`config.mk`:
```
export PLATFORM = sky130hd
export DESIGN_NAME = hpdmc_rdcapture
export DESIGN_NICKNAME = d
export VERILOG_FILES = /design/src/rtl/hpdmc_rdcapture.sv
export SDC_FILE = /design/constraint.sdc
export NUM_CORES = 1
export LEC_CHECK = 0
export ABC_AREA = 0
export BUFFER_PORTS_ARGS = -buffer_cell sky130_fd_sc_hd__buf_2
export CAP_MARGIN = 20
export CORE_MARGIN = 1
export CORE_UTILIZATION = 57
export DETAILED_ROUTE_END_ITERATION = 16
export GPL_ROUTABILITY_DRIVEN = 0
export GPL_TIMING_DRIVEN = 0
export PLACE_DENSITY = 0.95
export SETUP_SLACK_MARGIN = 0.02
export SKIP_CTS_REPAIR_TIMING = 1
export SYNTH_ARGS = -nofsm -noshare
export SYNTH_HDL_FRONTEND = slang
export SYNTH_SLANG_ARGS = --single-unit
```
`constraint.sdc`:
```
create_clock -name sys_clk -period 6 [get_ports sys_clk]
set_clock_uncertainty 0.1 [all_clocks]
set_input_delay 0 -clock sys_clk [delete_from_list [all_inputs] [get_ports sys_clk]]
set_output_delay 0 -clock sys_clk [all_outputs]
set_load 0.005 [all_outputs]
```
`src/rtl/hpdmc_rdcapture.sv`:
```
// DDR read-data capture for HPDMC: gates IDDR samples with a read-latency pipeline,
// assembles 2*DW burst words at a selectable half-cycle phase and calibrates that phase.
module hpdmc_rdcapture #(
  parameter int unsigned    DW     = 16,
  parameter int unsigned    BURST  = 4,
  parameter int unsigned    MAXLAT = 7,
  parameter logic [DW-1:0]  PAT_A  = 16'hA5A5,
  parameter logic [DW-1:0]  PAT_B  = 16'h5A5A
) (
  input  logic                          sys_clk,
  input  logic                          sys_rst_n,
  input  logic [DW-1:0]                 q0,
  input  logic [DW-1:0]                 q1,
  input  logic                          read,
  input  logic [$clog2(MAXLAT+1)-1:0]   lat,
  input  logic                          calib_start,
  output logic [2*DW-1:0]               rdata,
  output logic                          rvalid,
  output logic                          rlast,
  output logic                          phase,
  output logic                          calib_done,
  output logic                          calib_fail,
  output logic                          overrun
);

  localparam int unsigned LW    = $clog2(MAXLAT + 1);
  localparam int unsigned WORDS = BURST / 2;
  localparam int unsigned CW    = $clog2(WORDS + 1);
  localparam logic [2*DW-1:0] PAT = {PAT_A, PAT_B};

  typedef enum logic [2:0] {StIdle, StTry0, StTry1, StDone, StFail} cal_state_e;

  logic [LW-1:0]     lat_q, lat_eff;
  logic [MAXLAT-1:0] sr_q, sr_d;
  logic              launch, launch_dly_q, eff_launch;
  logic [CW-1:0]     cnt_q, cnt_cur, cnt_d;
  logic              win, is_last, idle;
  logic [DW-1:0]     q1_d_q;
  logic [2*DW-1:0]   word, rdata_q;
  logic              rvalid_q, rlast_q, overrun_q;

  cal_state_e        state_q;
  logic              phase_q, done_q, fail_q;
  logic              armed_q, armed_cur, mism_q, mism_cur, word_bad;
  logic              eval_q, eval_fail_q, try_st;

  always_comb begin
    lat_eff = lat;
    if (lat == '0) begin
      lat_eff = LW'(1);
    end else if (32'(lat) > MAXLAT) begin
      lat_eff = LW'(MAXLAT);
    end
  end

  always_comb begin
    launch = 1'b0;
    for (int i = 0; i < MAXLAT; i++) begin
      if (lat_q == LW'(i + 1)) launch = sr_q[i];
    end
  end

  assign sr_d = {sr_q[MAXLAT-2:0], read};

  // Each launch is consumed exactly once: immediately in phase 0, one cycle later in phase 1,
  // so a phase flip never drops or duplicates a burst.
  assign eff_launch = launch_dly_q | (launch & ~phase_q);

  assign cnt_cur = eff_launch ? CW'(WORDS) : cnt_q;
  assign win     = (cnt_cur != '0);
  assign is_last = (cnt_cur == CW'(1));
  assign cnt_d   = win ? (cnt_cur - CW'(1)) : '0;
  assign idle    = (sr_q == '0) && (cnt_q == '0) && !launch_dly_q;
  assign word    = phase_q ? {q1_d_q, q0} : {q0, q1};

  always_ff @(posedge sys_clk or negedge sys_rst_n) begin
    if (!sys_rst_n) begin
      lat_q        <= LW'(1);
      sr_q         <= '0;
      launch_dly_q <= 1'b0;
      cnt_q        <= '0;
      q1_d_q       <= '0;
      rdata_q      <= '0;
      rvalid_q     <= 1'b0;
      rlast_q      <= 1'b0;
      overrun_q    <= 1'b0;
    end else begin
      if (idle) lat_q <= lat_eff;
      sr_q         <= sr_d;
      launch_dly_q <= launch & phase_q;
      cnt_q        <= cnt_d;
      q1_d_q       <= q1;
      rvalid_q     <= win;
      rlast_q      <= win & is_last;
      if (win) rdata_q <= word;
      if (eff_launch && (cnt_q != '0)) overrun_q <= 1'b1;
    end
  end

  // Calibration: only bursts launched while in a TRY state are scored.
  assign try_st    = (state_q == StTry0) || (state_q == StTry1);
  assign armed_cur = eff_launch ? try_st : armed_q;
  assign mism_cur  = eff_launch ? 1'b0 : mism_q;
  assign word_bad  = (word != PAT);

  always_ff @(posedge sys_clk or negedge sys_rst_n) begin
    if (!sys_rst_n) begin
      state_q     <= StIdle;
      phase_q     <= 1'b0;
      done_q      <= 1'b0;
      fail_q      <= 1'b0;
      armed_q     <= 1'b0;
      mism_q      <= 1'b0;
      eval_q      <= 1'b0;
      eval_fail_q <= 1'b0;
    end else begin
      eval_q <= 1'b0;
      if (calib_start) begin
        state_q <= StTry0;
        phase_q <= 1'b0;
        done_q  <= 1'b0;
        fail_q  <= 1'b0;
        armed_q <= 1'b0;
        mism_q  <= 1'b0;
      end else if (eval_q) begin
        // Anything launched up to now belongs to the old phase and is discarded.
        armed_q <= 1'b0;
        case (state_q)
          StTry0: begin
            if (!eval_fail_q) begin
              state_q <= StDone;
              done_q  <= 1'b1;
            end else begin
              state_q <= StTry1;
              phase_q <= 1'b1;
            end
          end
          StTry1: begin
            if (!eval_fail_q) begin
              state_q <= StDone;
              done_q  <= 1'b1;
            end else begin
              state_q <= StFail;
              fail_q  <= 1'b1;
              phase_q <= 1'b0;
            end
          end
          default: ;
        endcase
      end else if (win && armed_cur) begin
        armed_q <= !is_last;
        mism_q  <= mism_cur | word_bad;
        if (is_last) begin
          eval_q      <= 1'b1;
          eval_fail_q <= mism_cur | word_bad;
        end
      end else begin
        armed_q <= armed_cur;
        mism_q  <= mism_cur;
      end
    end
  end

  assign rdata      = rdata_q;
  assign rvalid     = rvalid_q;
  assign rlast      = rlast_q;
  assign phase      = phase_q;
  assign calib_done = done_q;
  assign calib_fail = fail_q;
  assign overrun    = overrun_q;

endmodule

```
==> results of run 1 <==
[worst min path at each step]
stage	from	end	slack, ns
after floorplan	sys_rst_n	armed_q	-0.40
after global placement	read	sr_q[0]	0.008
after detailed placement	read	sr_q[0]	0.01
after CTS	read	sr_q[0]	-0.35
after global routing	read	sr_q[0]	0.20
final	read	sr_q[0]	0.20
[routing by layer]
metal  GRT usage (%)  vias up  part of all wire, %
met3            8.73       45                  7.0
met2            45.4      164                   49
met1            41.7     1358                   39
met4            12.3        0                  4.4
met5               0        -                    0
li1                -     1209                    -
[sequential cells by signal, indices dropped and copies added, names as in the netlist]
register      cells
rvalid            1
sr_q              7
lat_q             3
q1_d_q           16
overrun           1
state_q           3
calib_fail        1
armed_q           1
rlast             1
launch_dly_q      1
phase             1
mism_q            1
eval_fail_q       1
calib_done        1
rdata            32
eval_q            1
cnt_q             2
[cell usage in the layout, fill, tap and decap left out, types with 4 or more instances in the layout]
master | synthesis | layout
a21oi_1 | 36 | 36
clkbuf_1 | 2 | 5
nor4bb_1 | 4 | 4
dfrtp_1 | 73 | 73
mux2i_1 | 34 | 34
dlygate4sd3_1 | 0 | 38
inv_1 | 5 | 5
nor2_1 | 50 | 50
clkbuf_8 | 0 | 10
buf_2 | 5 | 79
nand4_1 | 5 | 5
nand2_1 | 5 | 5
nor4_1 | 5 | 5
nor2b_1 | 6 | 6
buf_4 | 3 | 4
o21ai_0 | 4 | 4
[logic make-up after synthesis]
group	Yosys count	share of synthesized area, %
AND/OR/NAND/NOR	89	14.3
XOR/XNOR	1	0.283
buffers and inverters	19	3.11
AO/OA/AOI/OAI	52	9.73
flip-flops	74	59.8
multiplexers	38	12.8
[cells in the mapped netlist (4+ instances only)]
cell type	n
nor2b_1	6
buf_2	5
nor2_1	50
inv_1	5
mux2i_1	34
nor4_1	5
dfrtp_1	73
o21ai_0	4
a21oi_1	36
nand2_1	5
nand4_1	5
nor4bb_1	4
[where the power goes]
| part | internal (mW) | switching, mW | total [mW] |
|---|---|---|---|
| clock | 0.203 | 0.179 | 0.382 |
| combinational | 0.301 | 0.393 | 0.693 |
| sequential | 0.652 | 0.0950 | 0.747 |
[layout make-up]
type	instances	area share (%)
tap	70	2.12
clock buffer	13	3.60
sequential	74	44.8
inverter	5	0.454
timing repair buffer	113	18.3
clock inverter	3	0.969
multi-input combinational	180	27.8
buffer	14	1.88
[per-stage QoR]
step           utilization, %  setup slack (ns)  power, mW  hold slack (ns)  std cells
3_5_place_dp             68.9              3.75       1.40          0.00990        418
2_1_floorplan               -              4.07       1.14           -0.396        273
3_3_place_gp             68.9              3.84       1.36          0.00782        418
5_1_grt                  79.9              3.59       1.93            0.200        472
6_report                 79.9              3.65       1.82            0.203        472
4_1_cts                  72.6              3.73       1.77           -0.345        434
==> impl_metrics.json, run 1 <==
{
  "pin_count": 77,
  "final-setup-viol-count": 0,
  "path_clk_slew_ns": 0.07,
  "grt_setup_unrepaired": "false",
  "cell_area_after_layout_um2": 4130,
  "final_layout_size_suffix_gt1_share_pct": 26.1,
  "timing.critical_path.to_type": "register",
  "postSynth.asyncResetShare_pct": 100,
  "grt_pass1_vias": 2469,
  "layout.area.seq_um2": 1850,
  "outcome": "finished clean",
  "initialDrtViolationCount": 303,
  "worstPathCellList": "clkbuf_1 > buf_4 > buf_1 > mux2i_1 > a21oi_1",
  "drt_first_pass_iters": 6,
  "timing.critical_path.from": "phase",
  "reg2reg_to": "rdata[5]",
  "grt_pass1_wl_mm": 12.3,
  "power.density_nw_per_um2": 441,
  "clk_path_buf_depth": 2,
  "vdd.ir_drop.worst_mv": 0.306,
  "worstSetupEndpoint": "rdata[5]",
  "netlist_instances": 273,
  "detailedPlacementHpwl_mm": 5.48,
  "worst_setup_path_start_kind": "register",
  "post-synth-top-area-fraction_pct": 58.9,
  "critPathArrivalTime_ns": 2.46,
  "global_route_usage_over_all_layers_pct": 30.2,
  "yosys_most_used_dff": "dfrtp_1",
  "layout-area-overhead-vs-synth_pct": 33.4,
  "synth_enable_flop_cells": 0,
  "clk-insertion-delay-late_ns": 0.35,
  "number_of_distinct_library_cells_after_synthesis": 39,
  "h-tree-depth": 3,
  "io_buffers": 75,
  "r2r_setup_slack_ns": 3.65,
  "cts_num_sinks": 74,
  "path_max_fanout": 10,
  "cp.depth": 5,
  "avgViaCountPerCell": 5.88,
  "timing.max_slew.rel_slack_pct": 39.9,
  "multi_input_area_um2": 1150,
  "cts_tree": "yes",
  "die_x_um": 75.7,
  "fin_setup_tns_ns": 0,
  "hold_path.class": "in -> reg",
  "placedInstanceArea_um2": 3560,
  "rows": 26,
  "worst-slew-pin-transition_ns": 0.902,
  "finalWirelength_mm": 9.06,
  "reg2regPathDepth": 5,
  "final_hold_viol_count": 0,
  "critical_path.slowest_cell": "buf_1",
  "postSynthRegisterBits": 74,
  "antenna-diode-count": 0,
  "synth_warnings": 0,
  "max_cap_viol_count": 0,
  "grt_antenna_before_repair": 0,
  "cts_made_buffers": 9,
  "syn-mean-instance-area_um2": 11.4,
  "design.core.area_um2": 5170,
  "grt_overflow_total": 0,
  "finalCritPeriodShare_pct": 39.2,
  "static-leakage-power_nw": 1.81,
  "synth_area_leader_cell": "dfrtp_1",
  "fin_max_slew_vios": 0,
  "r2r_start": "phase",
  "critical_path.max_stage_delay_ns": 0.59,
  "post-route-min-period_ns": 2.35,
  "fin_nets": 436,
  "die_h_um": 75.7,
  "critical_path.top_delay_family": "buffers and inverters",
  "path_buf_inv": 3,
  "routed_vias": 2776,
  "critical_path_class": "reg -> reg",
  "fmax_mhz": 426,
  "drc": 0,
  "ant_nets": 0,
  "clockRootBuffer": "clkbuf_8",
  "cells_on_worst_hold_path": 2,
  "effective_utilization_at_floorplan_pct": 59.9,
  "synth-seq-area-share_pct": 59.8,
  "maximum_number_of_pins_on_one_net_before_global_route_repair": 75,
  "routed_wire_length_per_instance_um": 19.2,
  "filler_cell_count": 305,
  "postSynthNetCount": 312,
  "fp.dieArea_um2": 5740,
  "yosys-top-cells-area": "dfrtp_1 59%, mux2i_1 11%, nor2_1 6.1%",
  "critPathRequiredTime_ns": 6.11,
  "combined_area_of_all_synthesized_cells_um2": 3100
}
Note: power is estimated with default switching activity, not from simulation.
==> run 2: changes to the inputs <==
- CORE_UTILIZATION: 57 -> 53
- PLACE_DENSITY: 0.95 -> 0.91
- clock period: 6 -> 2.2 ns (I/O delays scaled with it)
==> impl_metrics.json, run 2 (same netlist as run 1, synthesis figures left out) <==
{
  "path_buf_inv": 2,
  "power.density_nw_per_um2": 1190,
  "timing.critical_path.from": "lat_q[2]",
  "pin_count": 77,
  "cts_num_sinks": 74,
  "final.hold.worst_slack_ns": 0.212,
  "routed_wire_length_per_instance_um": 18.6,
  "r2r_start": "lat_q[2]",
  "final_layout_size_suffix_gt1_share_pct": 27.0,
  "die_x_um": 78.5,
  "global_route_usage_over_all_layers_pct": 25.6,
  "worst_setup_path_start_kind": "register",
  "final-setup-viol-count": 0,
  "drc": 0,
  "cts_tree": "yes",
  "utilization_pct": 74.4,
  "worstHoldStart": "read",
  "avgViaCountPerCell": 5.89,
  "largest_reg_flops": 32,
  "critical_path_class": "reg -> reg",
  "final_hold_viol_count": 0,
  "layout_commonest_cell": "buf_2",
  "io_buffers": 75,
  "rows": 27,
  "worstPathCellList": "buf_4 > mux2i_1 > mux4_2 > o211ai_4 > buf_2 > nor2_1 > a21oi_1",
  "cts_made_buffers": 9,
  "critPathArrivalTime_ns": 2.26,
  "fp.dieArea_um2": 6160,
  "instances_no_fill": 472,
  "design.core.area_um2": 5570,
  "post-route-min-period_ns": 2.11,
  "fmax_mhz": 475,
  "outcome": "finished clean",
  "layout-area-overhead-vs-synth_pct": 33.9,
  "finalWirelength_mm": 8.78,
  "initialDrtViolationCount": 286,
  "path_max_fanout": 10,
  "grt_pass1_wl_mm": 11.8,
  "critical_path.top_delay_family": "multiplexers",
  "clockRootBuffer": "clkbuf_8",
  "grt_overflow_total": 0,
  "dpl.cell_count": 420,
  "timing.max_slew.rel_slack_pct": 39.8,
  "timing.critical_path.to_type": "register",
  "worst-slew-pin-transition_ns": 0.904,
  "fin_max_slew_vios": 0,
  "vdd.ir_drop.worst_mv": 0.962,
  "clk-insertion-delay-late_ns": 0.35,
  "routed_vias": 2780,
  "fin_nets": 435,
  "ant_nets": 0,
  "finalCritPeriodShare_pct": 95.7,
  "grt_antenna_before_repair": 0,
  "die_h_um": 78.5,
  "static-leakage-power_nw": 1.82,
  "critical_path.max_stage_delay_ns": 0.55,
  "h-tree-depth": 3,
  "effective_utilization_at_floorplan_pct": 55.6,
  "drt_first_pass_iters": 5,
  "hold_path.class": "in -> reg",
  "max_cap_viol_count": 0,
  "critPathRequiredTime_ns": 2.36,
  "critical_path.slowest_cell": "mux4_2",
  "clk_path_buf_depth": 2,
  "maximum_number_of_pins_on_one_net_before_global_route_repair": 75,
  "path_clk_slew_ns": 0.09,
  "antenna-diode-count": 0,
  "detailedPlacementHpwl_mm": 5.35,
  "grt_pass1_vias": 2493,
  "top_library_cells_by_usage_in_the_layout_fill_and_taps_aside": "76 x buf_2, 73 x dfrtp_1, 50 x nor2_1, 38 x dlygate4sd3_1, 36 x a21oi_1"
}
==> run 2: changes by cell type in the layout (fill, tap and decap cells not counted), sizes merged <==
| cell | delta |
|---|---|
| clkbuf | +5 |
| buf | -5 |
| bufinv | -1 |
| clkinv | -1 |
==> run 2: layer usage <==
layer  vias up  wire [µm]  GRT usage [%]
met5         -          0              0
met4         0        405           11.9
met3        56        618           6.98
met2       160       4310           40.0
met1      1352       3450           33.3
li1       1212          -              -
==> run 2: final cells by class <==
| cell class | instances | area, µm² |
|---|---|---|
| buffer | 13 | 88.8 |
| inverter | 5 | 18.8 |
| multi-input combinational | 180 | 1160 |
| clock inverter | 1 | 8.76 |
| fill | 370 | 1430 |
| sequential | 74 | 1850 |
| clock buffer | 14 | 173 |
| timing repair buffer | 113 | 758 |
| tap | 72 | 90.1 |
==> run 2: path summary, 6_finish.rpt <==
path / to / slack (ns) / depth (start not counted)
worst min-delay path: sr_q[0] / 0.21 / 2
worst max-delay path: rdata[29] / 0.09 / 7
worst max register to register: rdata[29] / 0.09 / 7
max in group asynchronous: cnt_q[0] / 1.17 / 2
min in group asynchronous: rdata[13] / 0.24 / 2
worst min register to register: sr_q[5] / 0.31 / 0
==> run 2: worst reg2reg max path, stage by stage, from the launching register on <==
cell      delay [ns]
dfrtp_1         0.36
buf_4           0.15
mux2i_1         0.11
mux4_2          0.55
o211ai_4        0.22
buf_2           0.27
nor2_1          0.07
a21oi_1         0.20
==> run 2: power breakdown <==
group | internal [mW] | switching [mW]
logic | 0.853 | 1.06
clock network | 0.500 | 0.482
registers | 1.78 | 0.281
==> run 2: metrics by stage <==
step | setup TNS [ns] | cell area (µm²) | worst slack [ns] | total power [mW]
floorplan | 0 | 3100 | 0.268 | 3.10
global placement | -0.00686 | 3560 | -0.00686 | 3.71
detailed placement | -0.00586 | 3570 | -0.00586 | 3.80
CTS | -0.0271 | 3750 | -0.0233 | 4.76
global route | -0.0707 | 4150 | -0.0395 | 5.22
finish | 0 | 4150 | 0.0948 | 4.95
==> run 3: changes to the inputs <==
==> constraint.sdc (replaced) <==
create_clock -name sys_clk -period 2.2 [get_ports sys_clk]
set_clock_uncertainty 0.1 [all_clocks]
set_input_delay 0.22 -clock sys_clk [delete_from_list [all_inputs] [get_ports sys_clk]]
set_output_delay 0.22 -clock sys_clk [all_outputs]
set_load 0.005 [all_outputs]
==> impl_metrics.json, run 3 (same netlist as run 1, synthesis figures left out) <==
{
  "final_layout_size_suffix_gt1_share_pct": 28.4,
  "seq_power_share_pct": 42.1,
  "critPathArrivalTime_ns": 2.30,
  "cts_tree": "yes",
  "outcome": "finished clean",
  "timing.max_slew.rel_slack_pct": 39.9,
  "timing.critical_path.to_type": "register",
  "setup_ws_ns": 0.0268,
  "worstHoldStart": "lat[1]",
  "fmax_mhz": 460,
  "layout.area.seq_um2": 1850,
  "maximum_number_of_pins_on_one_net_before_global_route_repair": 75,
  "power_switching_mw": 1.75,
  "worstPathCellList": "dlygate4sd3_1 > buf_2 > nor4_1 > nand4_1 > o22ai_1 > o211ai_1 > mux2_2",
  "top_library_cells_by_usage_in_the_layout_fill_and_taps_aside": "76 x buf_2, 73 x dfrtp_1, 50 x nor2_1, 36 x a21oi_1, 34 x mux2i_1",
  "clk_path_buf_depth": 2,
  "rows": 27,
  "fp.dieArea_um2": 6160,
  "final_hold_viol_count": 0,
  "grt_pass1_vias": 2493,
  "critical_path.max_stage_delay_ns": 0.53,
  "p_sw_share_pct": 36.1,
  "routed_wire_length_per_instance_um": 17.7,
  "critical_path_class": "in -> reg",
  "static-leakage-power_nw": 1.74,
  "path_max_fanout": 3,
  "ant_nets": 0,
  "routed_vias": 2593,
  "fin_nets": 415,
  "design.core.area_um2": 5570,
  "multi_input_area_um2": 1160,
  "max_cap_viol_count": 0,
  "grt_antenna_before_repair": 0,
  "fin_max_slew_vios": 0,
  "r2r_start": "lat_q[2]",
  "clockRootBuffer": "clkbuf_8",
  "power.density_nw_per_um2": 1230,
  "p_total_mw": 4.86,
  "utilization_pct": 70.8,
  "io_buffers": 75,
  "instances_no_fill": 452,
  "dpl.cell_count": 420,
  "timing.critical_path.from": "q1[7]",
  "global_route_usage_over_all_layers_pct": 25.6,
  "critical_path.top_delay_family": "buffers and inverters",
  "critPathRequiredTime_ns": 2.33,
  "post-route-min-period_ns": 2.17,
  "path_buf_inv": 2,
  "filler_cell_count": 399,
  "layout-area-overhead-vs-synth_pct": 27.4,
  "finalCritPeriodShare_pct": 98.8,
  "initialDrtViolationCount": 183,
  "vdd.ir_drop.worst_mv": 0.907,
  "finalWirelength_mm": 8.00,
  "largest_reg_flops": 32,
  "worst-slew-pin-transition_ns": 0.902,
  "path_clk_slew_ns": 0.07,
  "internal-power_mw": 3.11,
  "grt_pass1_wl_mm": 11.8,
  "antenna-diode-count": 0,
  "clk-insertion-delay-late_ns": 0.35,
  "hold_path.class": "in -> reg",
  "p_comb_share_pct": 38.0,
  "grt_overflow_total": 0,
  "h-tree-depth": 3,
  "layout_commonest_cell": "buf_2",
  "effective_utilization_at_floorplan_pct": 55.6,
  "cts_made_buffers": 9,
  "p_clk_share_pct": 19.9,
  "preCtsSetupSlack_ns": -0.00586,
  "cts_num_sinks": 74,
  "critical_path.slowest_cell": "dlygate4sd3_1",
  "drt_first_pass_iters": 4,
  "detailedPlacementHpwl_mm": 5.35,
  "worst_setup_path_start_kind": "input pin",
  "final-setup-viol-count": 0,
  "die_h_um": 78.5,
  "pin_count": 77,
  "die_x_um": 78.5,
  "final.hold.worst_slack_ns": 0.0289,
  "avgViaCountPerCell": 5.74,
  "r2r_setup_slack_ns": 0.10,
  "drc": 0
}
run 3: cell count changes in the layout (fill, tap and decap cells not counted):
cell	previous run	this run
dlygate4sd3_1	38	18
run 3: area by class of cell:
cell class	instances	area share [%]
Buffer	13	2.25
Clock inverter	1	0.222
Tap cell	72	2.28
Sequential cell	74	46.9
Multi-Input combinational cell	180	29.3
Inverter	5	0.475
Clock buffer	14	4.37
Timing Repair Buffer	93	14.1
run 3: through the flow:
stage                     setup TNS, ns  instance area [µm²]
after CTS                       -0.0271                 3750
final                                 0                 3950
after global routing            -0.0846                 3950
after detailed placement       -0.00586                 3570
after floorplan                       0                 3100
after global placement         -0.00686                 3560
run 3: worst paths after layout:
path	endpoint	cells after the start
worst min register to register	sr_q[1]	0
worst max-delay path	eval_fail_q	7
worst max register to register	rdata[5]	7
worst min-delay path	lat_q[1]	2
min in group asynchronous	rdata[27]	2
max in group asynchronous	rdata[17]	2
run 3: worst reg2reg max path, delay by kind of cell, from the launching register on:
family                 cells  cell delay [ns]
multiplexers               2             0.66
buffers and inverters      3             0.54
flip-flops                 1             0.36
AO/OA/AOI/OAI              2             0.32
run 3: power groups by stage:
stage | registers (mW) | logic (mW) | clock network (mW)
6_report | 2.05 | 1.85 | 0.969
5_1_grt | 2.09 | 2.02 | 1.03
4_1_cts | 2.02 | 1.77 | 0.973
3_5_place_dp | 2.04 | 1.76 | 0
3_3_place_gp | 2.02 | 1.69 | 0
2_1_floorplan | 2.04 | 1.06 | 0
run 3: layer usage:
layer	vias to the layer above	wire, µm	global-route usage (%)
li1	1172	-	-
met1	1270	3270	33.3
met2	125	3920	40.0
met3	26	610	6.98
met4	0	199	11.9
met5	-	0	0
